===== src/rtl/calc2_port_issuer.sv =====
// Two-beat request issuer for one calc2_top port with a tag table that
// tracks outstanding requests and pairs responses back to their command.
module calc2_port_issuer #(
  parameter int NUM_TAGS = 4
) (
  input  logic        c_clk,
  input  logic        reset,
  input  logic        s_valid,
  output logic        s_ready,
  input  logic [3:0]  s_cmd,
  input  logic [31:0] s_op1,
  input  logic [31:0] s_op2,
  output logic [3:0]  req_cmd_out,
  output logic [31:0] req_data_out,
  output logic [1:0]  req_tag_out,
  input  logic [1:0]  dut_resp_in,
  input  logic [31:0] dut_data_in,
  input  logic [1:0]  dut_tag_in,
  output logic        cpl_valid,
  output logic [1:0]  cpl_resp,
  output logic [31:0] cpl_data,
  output logic [1:0]  cpl_tag,
  output logic [3:0]  cpl_cmd,
  output logic [2:0]  outstanding,
  output logic        err_unexpected
);

  typedef enum logic [1:0] {IDLE, BEAT1, BEAT2} state_e;

  localparam logic [3:0] TAG_MASK = 4'((1 << NUM_TAGS) - 1);

  state_e      state_q, state_d;
  logic [3:0]  busy_q, busy_d;
  logic [3:0]  cmd_tbl_q [4];
  logic [31:0] op2_q, op2_d;
  logic        en_q;
  logic [3:0]  req_cmd_q, req_cmd_d;
  logic [31:0] req_data_q, req_data_d;
  logic [1:0]  req_tag_q, req_tag_d;
  logic        cpl_valid_q, cpl_valid_d;
  logic [1:0]  cpl_resp_q, cpl_resp_d;
  logic [31:0] cpl_data_q, cpl_data_d;
  logic [1:0]  cpl_tag_q, cpl_tag_d;
  logic [3:0]  cpl_cmd_q, cpl_cmd_d;
  logic [2:0]  out_q, out_d;
  logic        err_q, err_d;

  logic [3:0]  free;
  logic [1:0]  alloc;
  logic        acc;
  logic        rsp;
  logic        hit;

  assign free = ~busy_q & TAG_MASK;

  always_comb begin
    alloc = 2'd0;
    for (int i = 3; i >= 0; i--) begin
      if (free[i]) alloc = 2'(i);
    end
  end

  // en_q holds ready low until the first edge after reset release
  assign s_ready = en_q && (state_q != BEAT1) && (|free);
  assign acc     = s_valid && s_ready;
  assign rsp     = dut_resp_in != 2'd0;
  assign hit     = rsp && busy_q[dut_tag_in];

  always_comb begin
    busy_d = busy_q;
    if (hit) busy_d[dut_tag_in] = 1'b0;
    if (acc) busy_d[alloc] = 1'b1;
    out_d = {2'b0, busy_d[0]} + {2'b0, busy_d[1]}
          + {2'b0, busy_d[2]} + {2'b0, busy_d[3]};
  end

  always_comb begin
    state_d    = IDLE;
    op2_d      = op2_q;
    req_cmd_d  = 4'd0;
    req_data_d = 32'd0;
    req_tag_d  = 2'd0;
    unique case (1'b1)
      acc: begin
        state_d    = BEAT1;
        op2_d      = s_op2;
        req_cmd_d  = s_cmd;
        req_data_d = s_op1;
        req_tag_d  = alloc;
      end
      (state_q == BEAT1): begin
        state_d    = BEAT2;
        req_data_d = op2_q;
      end
      default: state_d = IDLE;
    endcase
  end

  always_comb begin
    cpl_valid_d = hit;
    cpl_resp_d  = hit ? dut_resp_in : 2'd0;
    cpl_data_d  = hit ? dut_data_in : 32'd0;
    cpl_tag_d   = hit ? dut_tag_in : 2'd0;
    cpl_cmd_d   = hit ? cmd_tbl_q[dut_tag_in] : 4'd0;
    err_d       = rsp && !busy_q[dut_tag_in];
  end

  always_ff @(posedge c_clk or negedge reset) begin
    if (!reset) begin
      state_q     <= IDLE;
      busy_q      <= 4'd0;
      op2_q       <= 32'd0;
      en_q        <= 1'b0;
      req_cmd_q   <= 4'd0;
      req_data_q  <= 32'd0;
      req_tag_q   <= 2'd0;
      cpl_valid_q <= 1'b0;
      cpl_resp_q  <= 2'd0;
      cpl_data_q  <= 32'd0;
      cpl_tag_q   <= 2'd0;
      cpl_cmd_q   <= 4'd0;
      out_q       <= 3'd0;
      err_q       <= 1'b0;
      for (int i = 0; i < 4; i++) cmd_tbl_q[i] <= 4'd0;
    end else begin
      state_q     <= state_d;
      busy_q      <= busy_d;
      op2_q       <= op2_d;
      en_q        <= 1'b1;
      req_cmd_q   <= req_cmd_d;
      req_data_q  <= req_data_d;
      req_tag_q   <= req_tag_d;
      cpl_valid_q <= cpl_valid_d;
      cpl_resp_q  <= cpl_resp_d;
      cpl_data_q  <= cpl_data_d;
      cpl_tag_q   <= cpl_tag_d;
      cpl_cmd_q   <= cpl_cmd_d;
      out_q       <= out_d;
      err_q       <= err_d;
      if (acc) cmd_tbl_q[alloc] <= s_cmd;
    end
  end

  assign req_cmd_out    = req_cmd_q;
  assign req_data_out   = req_data_q;
  assign req_tag_out    = req_tag_q;
  assign cpl_valid      = cpl_valid_q;
  assign cpl_resp       = cpl_resp_q;
  assign cpl_data       = cpl_data_q;
  assign cpl_tag        = cpl_tag_q;
  assign cpl_cmd        = cpl_cmd_q;
  assign outstanding    = out_q;
  assign err_unexpected = err_q;

endmodule


===== config.mk =====
export PLATFORM = sky130hd
export DESIGN_NAME = calc2_port_issuer
export DESIGN_NICKNAME = d
export VERILOG_FILES = /design/src/rtl/calc2_port_issuer.sv
export SDC_FILE = /design/constraint.sdc
export NUM_CORES = 1
export LEC_CHECK = 0
export BUFFER_PORTS_ARGS = -buffer_cell sky130_fd_sc_hd__buf_2
export CAP_MARGIN = 25
export CORE_UTILIZATION = 25
export DETAILED_ROUTE_END_ITERATION = 10
export PLACE_DENSITY = 0.49
export SLEW_MARGIN = 10
export SYNTH_ARGS = -nofsm -noshare
export SYNTH_HDL_FRONTEND = slang
export SYNTH_SLANG_ARGS = --single-unit

===== constraint.sdc =====
create_clock -name c_clk -period 4.7 [get_ports c_clk]
set_input_delay 0.705 -clock c_clk [delete_from_list [all_inputs] [get_ports c_clk]]
set_output_delay 0.705 -clock c_clk [all_outputs]
set_load 0.01 [all_outputs]

==> flow_metrics.tcl <==
set metrics [dict create \
    busiest_layer "met2" \
    gp_congestion 0.749 \
    vias 3539 \
    grt_use_total 0.124 \
    slew_headroom 0.319 \
    cpMaxStageDelayCell "nand2b_2" \
    postCtsHoldBufs 0 \
    grt_pass1_wl_mm 20.3 \
    cts-resized-gates 0 \
    viasPerCell 4.07 \
    yosysSeqAreaShare 0.648 \
    status "finished clean" \
    clock_sinks 138 \
    synth_seq_cells 138 \
    grt_max_degree 107 \
    core_um2 21000 \
    cts_tree "yes" \
    drive_gt1_frac 0.480 \
    fp.dieH_um 148 \
    crit_type "flop to flop" \
    period_share 0.645 \
    grt_util_met2 0.202 \
    initial_utilization 0.254 \
    crit_top_cell "ha_1" \
    synth_nets 498 \
    ant_nets 0 \
    worstSetupStartpointType "flop" \
    cp_top_family "simple AND/OR/NAND/NOR gates" \
    die-area_um2 21900 \
    post-cts-setup-buffer-count 0 \
    n_fill_cell 2131 \
    h-tree-depth 4 \
    synth_top_area_cell "dfrtp_1" \
    antenna_found_initial 0 \
    clock_latency_ns 0.41 \
    worstPathCellList "nand2b_2 -> inv_4 -> nor4_4 -> nand2b_1 -> fa_1 -> ha_1 -> ha_1" \
    avgSynthCellArea_um2 13.7 \
    yosysTopAreaCellShare 0.648 \
    synthesis.area_um2 5330 \
    cp_max_fo 40 \
    synthTopCellsByArea "dfrtp_1 65%, mux2_4 7.0%, and2_1 5.0%" \
    syn_inst 388 \
    clock_path_buffers 2 \
    antennaDiodeCount 0 \
    drv_cap 0 \
    dr.pass1.iters 4 \
    hold_class "input pin to async pin" \
    io_buffers 190 \
    hold_viol_final 0 \
    ir_worst_vdd_uv 194 \
    max_freq_ghz 0.330 \
    cp_num_buf_inv 1 \
    grt-ovfl-total 0 \
    synth_warnings 0 \
    synth_cell_types 34 \
    placed_cells_incl_taps 836 \
    fin_tns_setup_ns 0 \
    p_leak_uw 0.00375 \
    period_minus_slack_ns 3.03 \
    cp-end-kind "flop" \
    setup_viol 0 \
    num_rows 53 \
    slowest_delay_ns 0.58 \
    power.density_nw_per_um2 471 \
    drt-initial-drc-count 78 \
    rsz0062_at_grt "false" \
    clock_skew_ns 0.00505 \
    layout-area-overhead-vs-synth_pct 35.9 \
    ioPinCount 191 \
    fin_nets 691 \
    cts_buffers 17 \
    worstMarginPinSlew_ns 1.02 \
    root_buffer "clkbuf_16" \
    drt_drc_violations_left 0 \
    wire_per_inst_um 14.9 \
    dpl_cell_area_um2 6570 \
    fin_util 0.346 \
    clk_pin_slew_ns 0.06 \
    cp.arrival_ns 3.33 \
    routed_wl_mm 12.9 \
    drv_slew 0 \
    final_area_um2 7240 \
    die_w_um 148 \
    hpwl_mm 9.32 \
    grt_pass1_vias 3863 \
    grt_use_met1 0.155 \
    use_met3 0.0296 \
    fin_cells 869 \
    cp.required_ns 5.00 \
]
==> sequential cells by signal, summed over array words and instances, names as in the netlist <==
register and count:
cpl_data 32, op2_q 32, req_data_out 32, cmd_tbl_q 16, busy_q 4, cpl_cmd 4, req_cmd_out 4, outstanding 3
cpl_resp 2, cpl_tag 2, req_tag_out 2, state_q 2, cpl_valid 1, en_q 1, err_unexpected 1
==> power by group <==
part	internal [uW]	total (uW)	switching, uW	leakage (uW)
combinational	268	506	238	0.00166
clock	945	1440	497	0.000313
sequential	1370	1460	89.8	0.00178
total	2580	3410	824	0.00375
==> area by class of cell <==
| cell class | instances | area, um^2 | share of cell area |
|---|---|---|---|
| sequential | 138 | 3450 | 0.477 |
| multi-input combinational | 226 | 1730 | 0.239 |
| clock buffer | 22 | 484 | 0.0669 |
| clock inverter | 10 | 163 | 0.0225 |
| tap | 275 | 344 | 0.0475 |
| inverter | 3 | 13.8 | 0.00190 |
| timing repair buffer | 195 | 1050 | 0.146 |
==> synth_stat cells <==
master and number:
a2111oi_0 2, and2_1 43, and3_1 1, buf_12 2
buf_2 2, buf_4 2, buf_6 3, clkbuf_1 9
clkbuf_2 3, conb_1 1, dfrtp_1 138, fa_1 1
ha_1 2, inv_1 2, inv_4 1, mux2_1 2
mux2_2 21, mux2_4 25, mux2i_1 3, mux4_2 4
nand2_1 65, nand2_8 1, nand2b_1 5, nand3_1 1
nand4_1 1, nor2_1 3, nor3_4 1, nor3b_2 1
nor4_4 3, o21ai_0 36, o21ai_1 1, o21bai_1 1
o22ai_1 1, or2b_1 1
==> metrics by stage <==
step           total power [uW]  hold slack, ns  worst slack [ns]
3_5_place_dp               2000           0.476              1.59
3_3_place_gp               1970           0.481              1.71
4_1_cts                    3460           0.448              1.57
2_1_floorplan              1770           0.409              2.38
6_report                   3410           0.191              1.67
5_1_grt                    3580           0.208              1.40
==> layer usage <==
| layer | wire length, um | up-vias |
|---|---|---|
| met2 | 6400 | 110 |
| met3 | 660 | 17 |
| met1 | 5660 | 1735 |
| li1 | - | 1677 |
| met4 | 231 | 0 |
| met5 | 0 | - |
==> worst paths after layout <==
check	end	startpoint	depth (start not counted)	slack, ns
max reg2reg	outstanding[1]	state_q[1]	7	1.67
min reg2reg	req_data_out[2]	op2_q[2]	2	0.48
min in group c_clk	req_data_out[2]	op2_q[2]	2	0.48
max	outstanding[1]	state_q[1]	7	1.67
min	cpl_data[8]	reset	1	0.19
max in group asynchronous	op2_q[27]	reset	2	3.71
==> cell families after synthesis <==
| group | synth area share |
|---|---|
| compound gates | 0.0406 |
| fa+ha+maj | 0.00845 |
| buf+inv | 0.0303 |
| flops | 0.648 |
| mux | 0.142 |
| other cells | 0.000704 |
| simple gates | 0.130 |
==> placed cells by master, fill, tap and decap left out, types with 2 or more instances in the layout <==
master,synthesis,routed
clkbuf_16,0,17
clkinv_2,0,2
inv_1,2,2
nand2b_1,5,4
buf_16,0,2
and2_1,43,43
mux2_2,21,21
clkbuf_8,0,4
a2111oi_0,2,2
mux4_2,4,4
ha_1,2,2
dfrtp_1,138,138
mux2_4,25,25
bufinv_16,0,4
o21ai_0,36,36
nor4_4,3,3
buf_2,2,189
nand2_1,65,65
mux2i_1,3,3
nor2_1,3,3
clkinvlp_4,0,2
mux2_1,2,2
No activity file was read; power rests on OpenSTA's default activity.
